==> src/rtl/mips_ctrl_pkg.sv <==
// Shared types for the multicycle MIPS control path:
// FSM state encoding, opcode constants, ALU op codes.
package mips_ctrl_pkg;

  typedef enum logic [3:0] {
    S_FETCH  = 4'd0,
    S_DECODE = 4'd1,
    S_MEMADR = 4'd2,
    S_MEMRD  = 4'd3,
    S_MEMWB  = 4'd4,
    S_MEMWR  = 4'd5,
    S_REX    = 4'd6,
    S_RWB    = 4'd7,
    S_BRANCH = 4'd8,
    S_IEX    = 4'd9,
    S_IWB    = 4'd10,
    S_JUMP   = 4'd11
  } state_e;

  typedef enum logic [3:0] {
    C_LW   = 4'd0,
    C_SW   = 4'd1,
    C_R    = 4'd2,
    C_BEQ  = 4'd3,
    C_BNE  = 4'd4,
    C_ADDI = 4'd5,
    C_ANDI = 4'd6,
    C_ORI  = 4'd7,
    C_SLTI = 4'd8,
    C_J    = 4'd9,
    C_ILL  = 4'd10
  } opclass_e;

  localparam logic [5:0] OP_R    = 6'b000000;
  localparam logic [5:0] OP_J    = 6'b000010;
  localparam logic [5:0] OP_BEQ  = 6'b000100;
  localparam logic [5:0] OP_BNE  = 6'b000101;
  localparam logic [5:0] OP_ADDI = 6'b001000;
  localparam logic [5:0] OP_SLTI = 6'b001010;
  localparam logic [5:0] OP_ANDI = 6'b001100;
  localparam logic [5:0] OP_ORI  = 6'b001101;
  localparam logic [5:0] OP_LW   = 6'b100011;
  localparam logic [5:0] OP_SW   = 6'b101011;

  localparam logic [2:0] ALU_ADD   = 3'b000;
  localparam logic [2:0] ALU_SUB   = 3'b001;
  localparam logic [2:0] ALU_FUNCT = 3'b010;
  localparam logic [2:0] ALU_AND   = 3'b011;
  localparam logic [2:0] ALU_OR    = 3'b100;
  localparam logic [2:0] ALU_SLT   = 3'b101;

  typedef struct packed {
    logic       pc_en;
    logic       iord;
    logic       mem_read;
    logic       mem_write;
    logic       ir_write;
    logic       mem_to_reg;
    logic       reg_write;
    logic       alu_src_a;
    logic [1:0] reg_dst;
    logic [1:0] alu_src_b;
    logic [1:0] pc_src;
    logic [2:0] alu_op;
    logic       illegal_op;
  } ctrl_t;

  function automatic logic [2:0] imm_alu_op(opclass_e c);
    logic [2:0] r;
    r = ALU_ADD;
    unique case (c)
      C_ANDI:  r = ALU_AND;
      C_ORI:   r = ALU_OR;
      C_SLTI:  r = ALU_SLT;
      default: r = ALU_ADD;
    endcase
    return r;
  endfunction

endpackage

==> src/rtl/opclass_decode.sv <==
// Opcode to instruction-class decoder; the
// extended immediate ops are optional.
module opclass_decode
  import mips_ctrl_pkg::*;
#(
  parameter bit EXT_IMM = 1'b1
) (
  input  logic [5:0] op,
  output opclass_e   cls,
  output logic       illegal
);

  always_comb begin
    cls = C_ILL;
    unique case (op)
      OP_LW:   cls = C_LW;
      OP_SW:   cls = C_SW;
      OP_R:    cls = C_R;
      OP_BEQ:  cls = C_BEQ;
      OP_BNE:  cls = C_BNE;
      OP_ADDI: cls = C_ADDI;
      OP_ANDI: cls = EXT_IMM ? C_ANDI : C_ILL;
      OP_ORI:  cls = EXT_IMM ? C_ORI : C_ILL;
      OP_SLTI: cls = EXT_IMM ? C_SLTI : C_ILL;
      OP_J:    cls = C_J;
      default: cls = C_ILL;
    endcase
  end

  assign illegal = (cls == C_ILL);

endmodule

==> src/rtl/multicycle_controller.sv <==
// Multicycle MIPS main control FSM with optional
// memory handshake; class is latched in DECODE.
module multicycle_controller
  import mips_ctrl_pkg::*;
#(
  parameter bit MEM_HANDSHAKE = 1'b1,
  parameter bit EXT_IMM       = 1'b1,
  parameter int ALUOP_W       = 3
) (
  input  logic               clk,
  input  logic               rst,
  input  logic [5:0]         op,
  input  logic               zero,
  input  logic               mem_ready,
  output logic               pc_en,
  output logic               iord,
  output logic               mem_read,
  output logic               mem_write,
  output logic               ir_write,
  output logic               mem_to_reg,
  output logic               reg_write,
  output logic               alu_src_a,
  output logic [1:0]         reg_dst,
  output logic [1:0]         alu_src_b,
  output logic [1:0]         pc_src,
  output logic [ALUOP_W-1:0] alu_op,
  output logic               illegal_op,
  output logic [3:0]         state_dbg
);

  state_e   state;
  state_e   nxt;
  opclass_e cls_q;
  opclass_e cls_d;
  logic     dec_ill;
  logic     ready;
  ctrl_t    c;

  assign ready = !MEM_HANDSHAKE || mem_ready;

  opclass_decode #(
    .EXT_IMM(EXT_IMM)
  ) u_dec (
    .op     (op),
    .cls    (cls_d),
    .illegal(dec_ill)
  );

  always_ff @(posedge clk) begin
    if (rst) begin
      state <= S_FETCH;
      cls_q <= C_ILL;
    end else begin
      state <= nxt;
      if (state == S_DECODE) cls_q <= cls_d;
    end
  end

  always_comb begin
    nxt = S_FETCH;
    unique case (state)
      S_FETCH: nxt = ready ? S_DECODE : S_FETCH;
      S_DECODE: begin
        unique case (cls_d)
          C_LW, C_SW:   nxt = S_MEMADR;
          C_R:          nxt = S_REX;
          C_BEQ, C_BNE: nxt = S_BRANCH;
          C_ADDI, C_ANDI,
          C_ORI, C_SLTI: nxt = S_IEX;
          C_J:          nxt = S_JUMP;
          default:      nxt = S_FETCH;
        endcase
      end
      S_MEMADR: nxt = (cls_q == C_SW) ? S_MEMWR : S_MEMRD;
      S_MEMRD:  nxt = ready ? S_MEMWB : S_MEMRD;
      S_MEMWR:  nxt = ready ? S_FETCH : S_MEMWR;
      S_REX:    nxt = S_RWB;
      S_IEX:    nxt = S_IWB;
      default:  nxt = S_FETCH;
    endcase
  end

  always_comb begin
    c = '0;
    unique case (state)
      S_FETCH: begin
        c.mem_read  = 1'b1;
        c.ir_write  = ready;
        c.alu_src_b = 2'b01;
        c.pc_en     = ready;
      end
      S_DECODE: begin
        c.alu_src_b  = 2'b11;
        c.illegal_op = dec_ill;
      end
      S_MEMADR: begin
        c.alu_src_a = 1'b1;
        c.alu_src_b = 2'b10;
      end
      S_MEMRD: begin
        c.iord     = 1'b1;
        c.mem_read = 1'b1;
      end
      S_MEMWB: begin
        c.mem_to_reg = 1'b1;
        c.reg_write  = 1'b1;
      end
      S_MEMWR: begin
        c.iord      = 1'b1;
        c.mem_write = 1'b1;
      end
      S_REX: begin
        c.alu_src_a = 1'b1;
        c.alu_op    = ALU_FUNCT;
      end
      S_RWB: begin
        c.reg_dst   = 2'b01;
        c.reg_write = 1'b1;
      end
      S_BRANCH: begin
        c.alu_src_a = 1'b1;
        c.alu_op    = ALU_SUB;
        c.pc_src    = 2'b01;
        c.pc_en     = (cls_q == C_BNE) ? !zero : zero;
      end
      S_IEX: begin
        c.alu_src_a = 1'b1;
        c.alu_src_b = 2'b10;
        c.alu_op    = imm_alu_op(cls_q);
      end
      S_IWB: c.reg_write = 1'b1;
      S_JUMP: begin
        c.pc_src = 2'b10;
        c.pc_en  = 1'b1;
      end
      default: c = '0;
    endcase
    // reset wins over every state, including memory waits
    if (rst) c = '0;
  end

  assign pc_en      = c.pc_en;
  assign iord       = c.iord;
  assign mem_read   = c.mem_read;
  assign mem_write  = c.mem_write;
  assign ir_write   = c.ir_write;
  assign mem_to_reg = c.mem_to_reg;
  assign reg_write  = c.reg_write;
  assign alu_src_a  = c.alu_src_a;
  assign reg_dst    = c.reg_dst;
  assign alu_src_b  = c.alu_src_b;
  assign pc_src     = c.pc_src;
  assign alu_op     = ALUOP_W'(c.alu_op);
  assign illegal_op = c.illegal_op;
  assign state_dbg  = rst ? S_FETCH : state;

endmodule

==> config.mk <==
export PLATFORM = sky130hd
export DESIGN_NAME = multicycle_controller
export DESIGN_NICKNAME = d
export VERILOG_FILES = /design/src/rtl/mips_ctrl_pkg.sv /design/src/rtl/opclass_decode.sv /design/src/rtl/multicycle_controller.sv
export SDC_FILE = /design/constraint.sdc
export NUM_CORES = 1
export LEC_CHECK = 0
export ABC_AREA = 1
export BUFFER_PORTS_ARGS = -buffer_cell sky130_fd_sc_hd__buf_4
export CAP_MARGIN = 15
export CORE_UTILIZATION = 40
export DETAILED_ROUTE_END_ITERATION = 6
export PLACE_DENSITY = 0.69
export SLEW_MARGIN = 15
export SYNTH_ARGS = -nofsm -noshare
export SYNTH_HDL_FRONTEND = slang
export SYNTH_SLANG_ARGS = --single-unit
==> constraint.sdc <==
create_clock -name clk -period 1.6 [get_ports clk]
set_input_delay 0.08 -clock clk [delete_from_list [all_inputs] [get_ports clk]]
set_output_delay 0.08 -clock clk [all_outputs]
set_load 0.1 [all_outputs]
==> results.json, run 1 <==
{
  "dpl.cell_count": 227,
  "clock.fmax_ghz": 0.602,
  "via_count": 1230,
  "seq_area_um2": 170,
  "power_density_mw_per_mm2": 544,
  "syn_nets": 179,
  "cts_tree": "yes",
  "synth_edf_count": 0,
  "outcome": "finished with violations",
  "cts.path.max_buffers": 2,
  "clkLatencyLatePin_ps": 260,
  "multi_input_area_um2": 783,
  "wirelength_um": 2870,
  "die_w_um": 49.2,
  "end_kind": "output pin",
  "num_rows": 16,
  "leakagePower_uw": 0.000684,
  "sw_frac_of_total_pct": 48.1,
  "power_frac_comb_pct": 53.1,
  "drive_above_1_share_pct": 49.1,
  "async_flop_share_pct": 0,
  "nNetsFinal": 224,
  "io_pins": 32,
  "clk_pin_slew_ps": 60,
  "violations": "setup timing",
  "htree_levels": 1,
  "synth-main-ff-cell": "dfxtp_1",
  "finalSetupTns_ps": -151,
  "yosysWarningCount": 0,
  "fill_cells": 162,
  "finalHoldViolations": 0,
  "coreArea_mm2": 0.00202,
  "cp_max_fo": 5,
  "power_switching_uw": 409,
  "timing.final.ws_setup_ps": -61.2,
  "setup_viol": 5,
  "crit_arrival_ps": 1580,
  "r2r_start": "state[3]$_SDFF_PP0_",
  "crit_type": "flop to output pin",
  "area_growth_pct": 75.0,
  "clock_sinks": 8,
  "fin_skew_ps": 12.7,
  "p_seq_share_pct": 27.8,
  "seq_area_frac_synth_pct": 18.0,
  "fin_crit_sh_pct": 104,
  "routedWlPerCell_um": 12.0,
  "required_ps": 1520,
  "antenna_found_initial": 0,
  "placed_area_mm2": 0.00128,
  "instances_no_fill": 239,
  "cts_root_buf": "clkbuf_4",
  "drv_cap": 0,
  "syn_area_per_cell_um2": 5.28,
  "vdd_drop_max_mv": 0.445,
  "final_antenna_net_count": 0,
  "drc": 0,
  "p_int_uw": 441,
  "synth_seq_cells": 8,
  "syn-instance-count": 169,
  "diodes": 0,
  "min_path_type": "primary input to flop",
  "grt_pass1_wl_um": 4280,
  "place_ws_ps": 60.2,
  "grt_overflow_total": 0,
  "drt_iter0_markers": 30,
  "routabilityCongestion": 0.775,
  "syn_area_um2": 892,
  "worstHoldStart": "mem_ready",
  "drv_slew": 0,
  "finalCriticalPeriod_ps": 1660,
  "start_kind": "flop",
  "ctsHoldBuffers": 0,
  "p_clk_share_pct": 19.1,
  "initial_core_util_pct": 44.1,
  "stdcell_area_mm2": 0.00156,
  "post-route-util_pct": 77.2,
  "first_pass_iters": 4,
  "grt_start_max_net_pins": 30,
  "cts_buffers": 3,
  "first_global_vias": 1019,
  "dieArea_mm2": 0.00242,
  "rsz0062_at_grt": "true",
  "portBuffers": 30,
  "synth_cell_types": 23,
  "crit_start": "state[0]$_SDFF_PP0_",
  "dp_hpwl_um": 1990,
  "die_h_um": 49.2,
  "via_per_inst": 5.15,
  "grtUsageTotal_pct": 22.3
}
[layer usage]
metal | vias up | routed length, µm | GRT usage, % | part of all wire [%]
met4 | 0 | 36 | 5.39 | 1.3
met1 | 570 | 1200 | 28.9 | 42
met5 | - | 0 | 0 | 0
li1 | 618 | - | - | -
met2 | 36 | 1470 | 36.5 | 51
met3 | 6 | 157 | 5.61 | 5.5
[layout make-up]
cell class	count	area share, %
clock buffer	3	1.44
inverter	31	7.77
multi-input combinational	126	50.2
sequential	8	10.9
tap	27	2.16
timing repair buffer	44	27.6
[repair_timing]
item	CTS	global route
resized for setup	34	26
setup buffers	7	2
pin swaps	5	4
setup endpoints to repair	10	11
[power groups by stage]
stage	sequential (µW)	clock, µW	combinational, µW
6_report	237	162	451
5_1_grt	238	167	476
2_1_floorplan	231	0	305
3_3_place_gp	233	0	383
4_1_cts	234	159	425
3_5_place_dp	234	0	387
[worst max-delay path, cell delays in order, from the launching register on]
cell     delay, ps
dfxtp_2        380
inv_2           70
nor2_4         110
inv_2           70
nor2_4         150
inv_4           90
nor2_4          80
nor2_1          50
nor2_2         130
buf_12         190
[placed cells by master, fill, tap and decap left out, types with 2 or more instances in the layout]
| master | n |
|---|---|
| nand3_2 | 5 |
| dfxtp_2 | 2 |
| nor4_1 | 2 |
| a21oi_2 | 6 |
| a31oi_4 | 2 |
| nand2_1 | 35 |
| a21oi_1 | 5 |
| inv_1 | 21 |
| buf_6 | 6 |
| clkbuf_4 | 3 |
| inv_4 | 2 |
| a31oi_2 | 2 |
| o21ai_0 | 4 |
| nand3_1 | 11 |
| nand4_1 | 2 |
| dfxtp_1 | 4 |
| buf_12 | 5 |
| buf_4 | 31 |
| nor2_1 | 19 |
| nor2_4 | 8 |
| inv_2 | 8 |
| buf_8 | 2 |
| nor2_2 | 14 |
| dfxtp_4 | 2 |
[worst paths after layout]
check	endpoint	depth (start not counted)	slack [ps]
worst max-delay path	alu_op[1]	9	-60
worst min-delay path	state[1]$_SDFF_PP0_	4	150
worst max register to register	state[1]$_SDFF_PP0_	7	240
worst min register to register	cls_q[2]$_SDFFE_PP0P_	2	540
[state kept, by name (all words and copies together) (netlist names)]
signal	flops
cls_q	4
state	4
[cell families after synthesis]
logic type | share of synthesized area (%)
flops | 18.0
other cells | 0.420
compound gates | 16.0
buf+inv | 15.1
simple gates | 50.5
[cell usage after synthesis, drive strengths merged (2+ instances only)]
cell     n  area, µm²
a31oi    5       31.3
nand2   37        149
a211oi   2       15.0
buf      2       11.3
nand3   16       90.1
nor2    41        171
inv     31        116
nor4     2       12.5
a21oi   12       71.3
nand4    2       12.5
dfxtp    8        160
o21ai    5       25.0
clkbuf   2       7.51
nor3     3       15.0
[through the flow]
| step | hold WS, ps | power [µW] |
|---|---|---|
| after floorplan | 308 | 536 |
| after global placement | 435 | 617 |
| after detailed placement | 436 | 621 |
| after CTS | 153 | 819 |
| after global routing | 200 | 882 |
| final | 153 | 850 |
No activity file was read; power rests on OpenSTA's default activity.
==> run 2, diff against run 1 <==
Settings changed: SETUP_SLACK_MARGIN set to 0.2.
==> results.json, run 2 (synthesis results as in run 1) <==
{
  "setup_viol": 7,
  "dpl.cell_count": 224,
  "leakagePower_uw": 0.000771,
  "num_rows": 16,
  "fin_crit_sh_pct": 108,
  "cp.buffers_inverters": 3,
  "die_h_um": 49.2,
  "vdd_drop_max_mv": 0.795,
  "clock_sinks": 8,
  "power_density_mw_per_mm2": 510,
  "crit_chain": "nor2_4, inv_4, nor2_2, inv_1, a31oi_4, buf_12",
  "whs_ps": 216,
  "slew_headroom_pct": 55.3,
  "dp_hpwl_um": 1930,
  "antenna_found_initial": 0,
  "io_pins": 32,
  "placed_area_mm2": 0.00140,
  "grt_overflow_total": 0,
  "via_per_inst": 5.96,
  "stdcell_area_mm2": 0.00186,
  "seq_area_um2": 175,
  "drt_iter0_markers": 61,
  "violations": "setup timing",
  "htree_levels": 1,
  "grt_pass1_wl_um": 5600,
  "routedWlPerCell_um": 18.9,
  "area_growth_pct": 108,
  "instances_no_fill": 238,
  "initial_core_util_pct": 44.1,
  "via_count": 1418,
  "crit_arrival_ps": 1650,
  "dieArea_mm2": 0.00242,
  "grtUsageTotal_pct": 29.7,
  "ctsHoldBuffers": 0,
  "cts_buffers": 3,
  "routabilityCongestion": 0.814,
  "crit_type": "flop to output pin",
  "finalCriticalPeriod_ps": 1730,
  "drv_slew": 0,
  "first_global_vias": 1264,
  "fin_skew_ps": 20.3,
  "cpPeakStageDelay_ps": 380,
  "tightest_slew_ps": 670,
  "first_pass_iters": 5,
  "ff2ff_setup_slack_ps": 10,
  "coreArea_mm2": 0.00202,
  "required_ps": 1520,
  "cts_tree": "yes",
  "rsz0062_at_grt": "true",
  "clk_pin_slew_ps": 70,
  "grt_start_max_net_pins": 30,
  "final_antenna_net_count": 0,
  "drive_above_1_share_pct": 57.3,
  "cp_max_fo": 4,
  "end_kind": "output pin",
  "nNetsFinal": 222,
  "slowest_stage": "dfxtp_4",
  "clkLatencyLatePin_ps": 260,
  "finalHoldViolations": 0,
  "final_cell_mix": "nand2_1, buf_4, nor2_4",
  "drv_cap": 0,
  "timing.final.ws_setup_ps": -126,
  "drc": 0,
  "final_common_cell": "nand2_1",
  "portBuffers": 30,
  "min_path_type": "primary input to flop",
  "cts_root_buf": "clkbuf_4",
  "diodes": 0,
  "start_kind": "flop",
  "multi_input_area_um2": 961,
  "wirelength_um": 4490,
  "top_regs": "cls_q: 4 flops, state: 4 flops",
  "fill_cells": 80,
  "clock.fmax_ghz": 0.579,
  "die_w_um": 49.2,
  "cts.path.max_buffers": 2,
  "outcome": "finished with violations",
  "crit_family": "buffers and inverters"
}
run 2: cell types whose count changed in the layout (fill, tap and decap cells not counted), sizes merged:
cell    delta
buf        -2
clkbuf     +1
run 2: worst paths after layout:
check / end / cells past startpoint / from
min: state[2]$_SDFF_PP0_ / 4 / op[0]
min reg2reg: cls_q[2]$_SDFFE_PP0P_ / 2 / cls_q[2]$_SDFFE_PP0P_
max: alu_src_b[1] / 6 / state[3]$_SDFF_PP0_
max reg2reg: state[1]$_SDFF_PP0_ / 9 / state[1]$_SDFF_PP0_
run 2: where the power goes:
| group | switching (µW) | internal [µW] |
|---|---|---|
| Clock | 75.2 | 95.4 |
| Combinational | 369 | 170 |
| Sequential | 25.2 | 213 |
run 2: through the flow:
| step | util, % | setup slack (ps) | total power, µW | setup TNS (ps) |
|---|---|---|---|---|
| final | 92.0 | -126 | 947 | -556 |
| after global routing | 92.0 | -172 | 987 | -1130 |
| after CTS | 85.5 | 22.1 | 865 | 0 |
| after detailed placement | 69.3 | 119 | 640 | 0 |
| after global placement | 69.3 | 124 | 636 | 0 |
| after floorplan | - | -132 | 566 | -229 |
run 2: timing repair:
| action | in CTS | in global routing |
|---|---|---|
| pin swaps | 8 | 9 |
| gates cloned | 0 | 0 |
| setup endpoints to repair | 17 | 21 |
| gates resized for setup | 67 | 29 |
| setup buffers | 7 | 3 |
run 2: tightest hold or removal path, stage by stage:
cell and delay [ps]:
buf_4 110, nor2_2 60, nand4_1 90, a31oi_1 90
run 2: final cells by class:
type / instances / share of cell area (%)
multi-input combinational: 126 / 51.7
timing repair buffer: 42 / 28.6
clock buffer: 4 / 1.41
sequential: 8 / 9.42
tap: 27 / 1.82
inverter: 31 / 7.07
run 2: routing by layer:
layer  up-vias  track usage, %  share of wire [%]
met2        97            53.0                 51
met4         0            15.7                3.1
met5         -               0                  0
met1       684            33.1                 38
met3        14            5.30                7.3
li1        623               -                  -
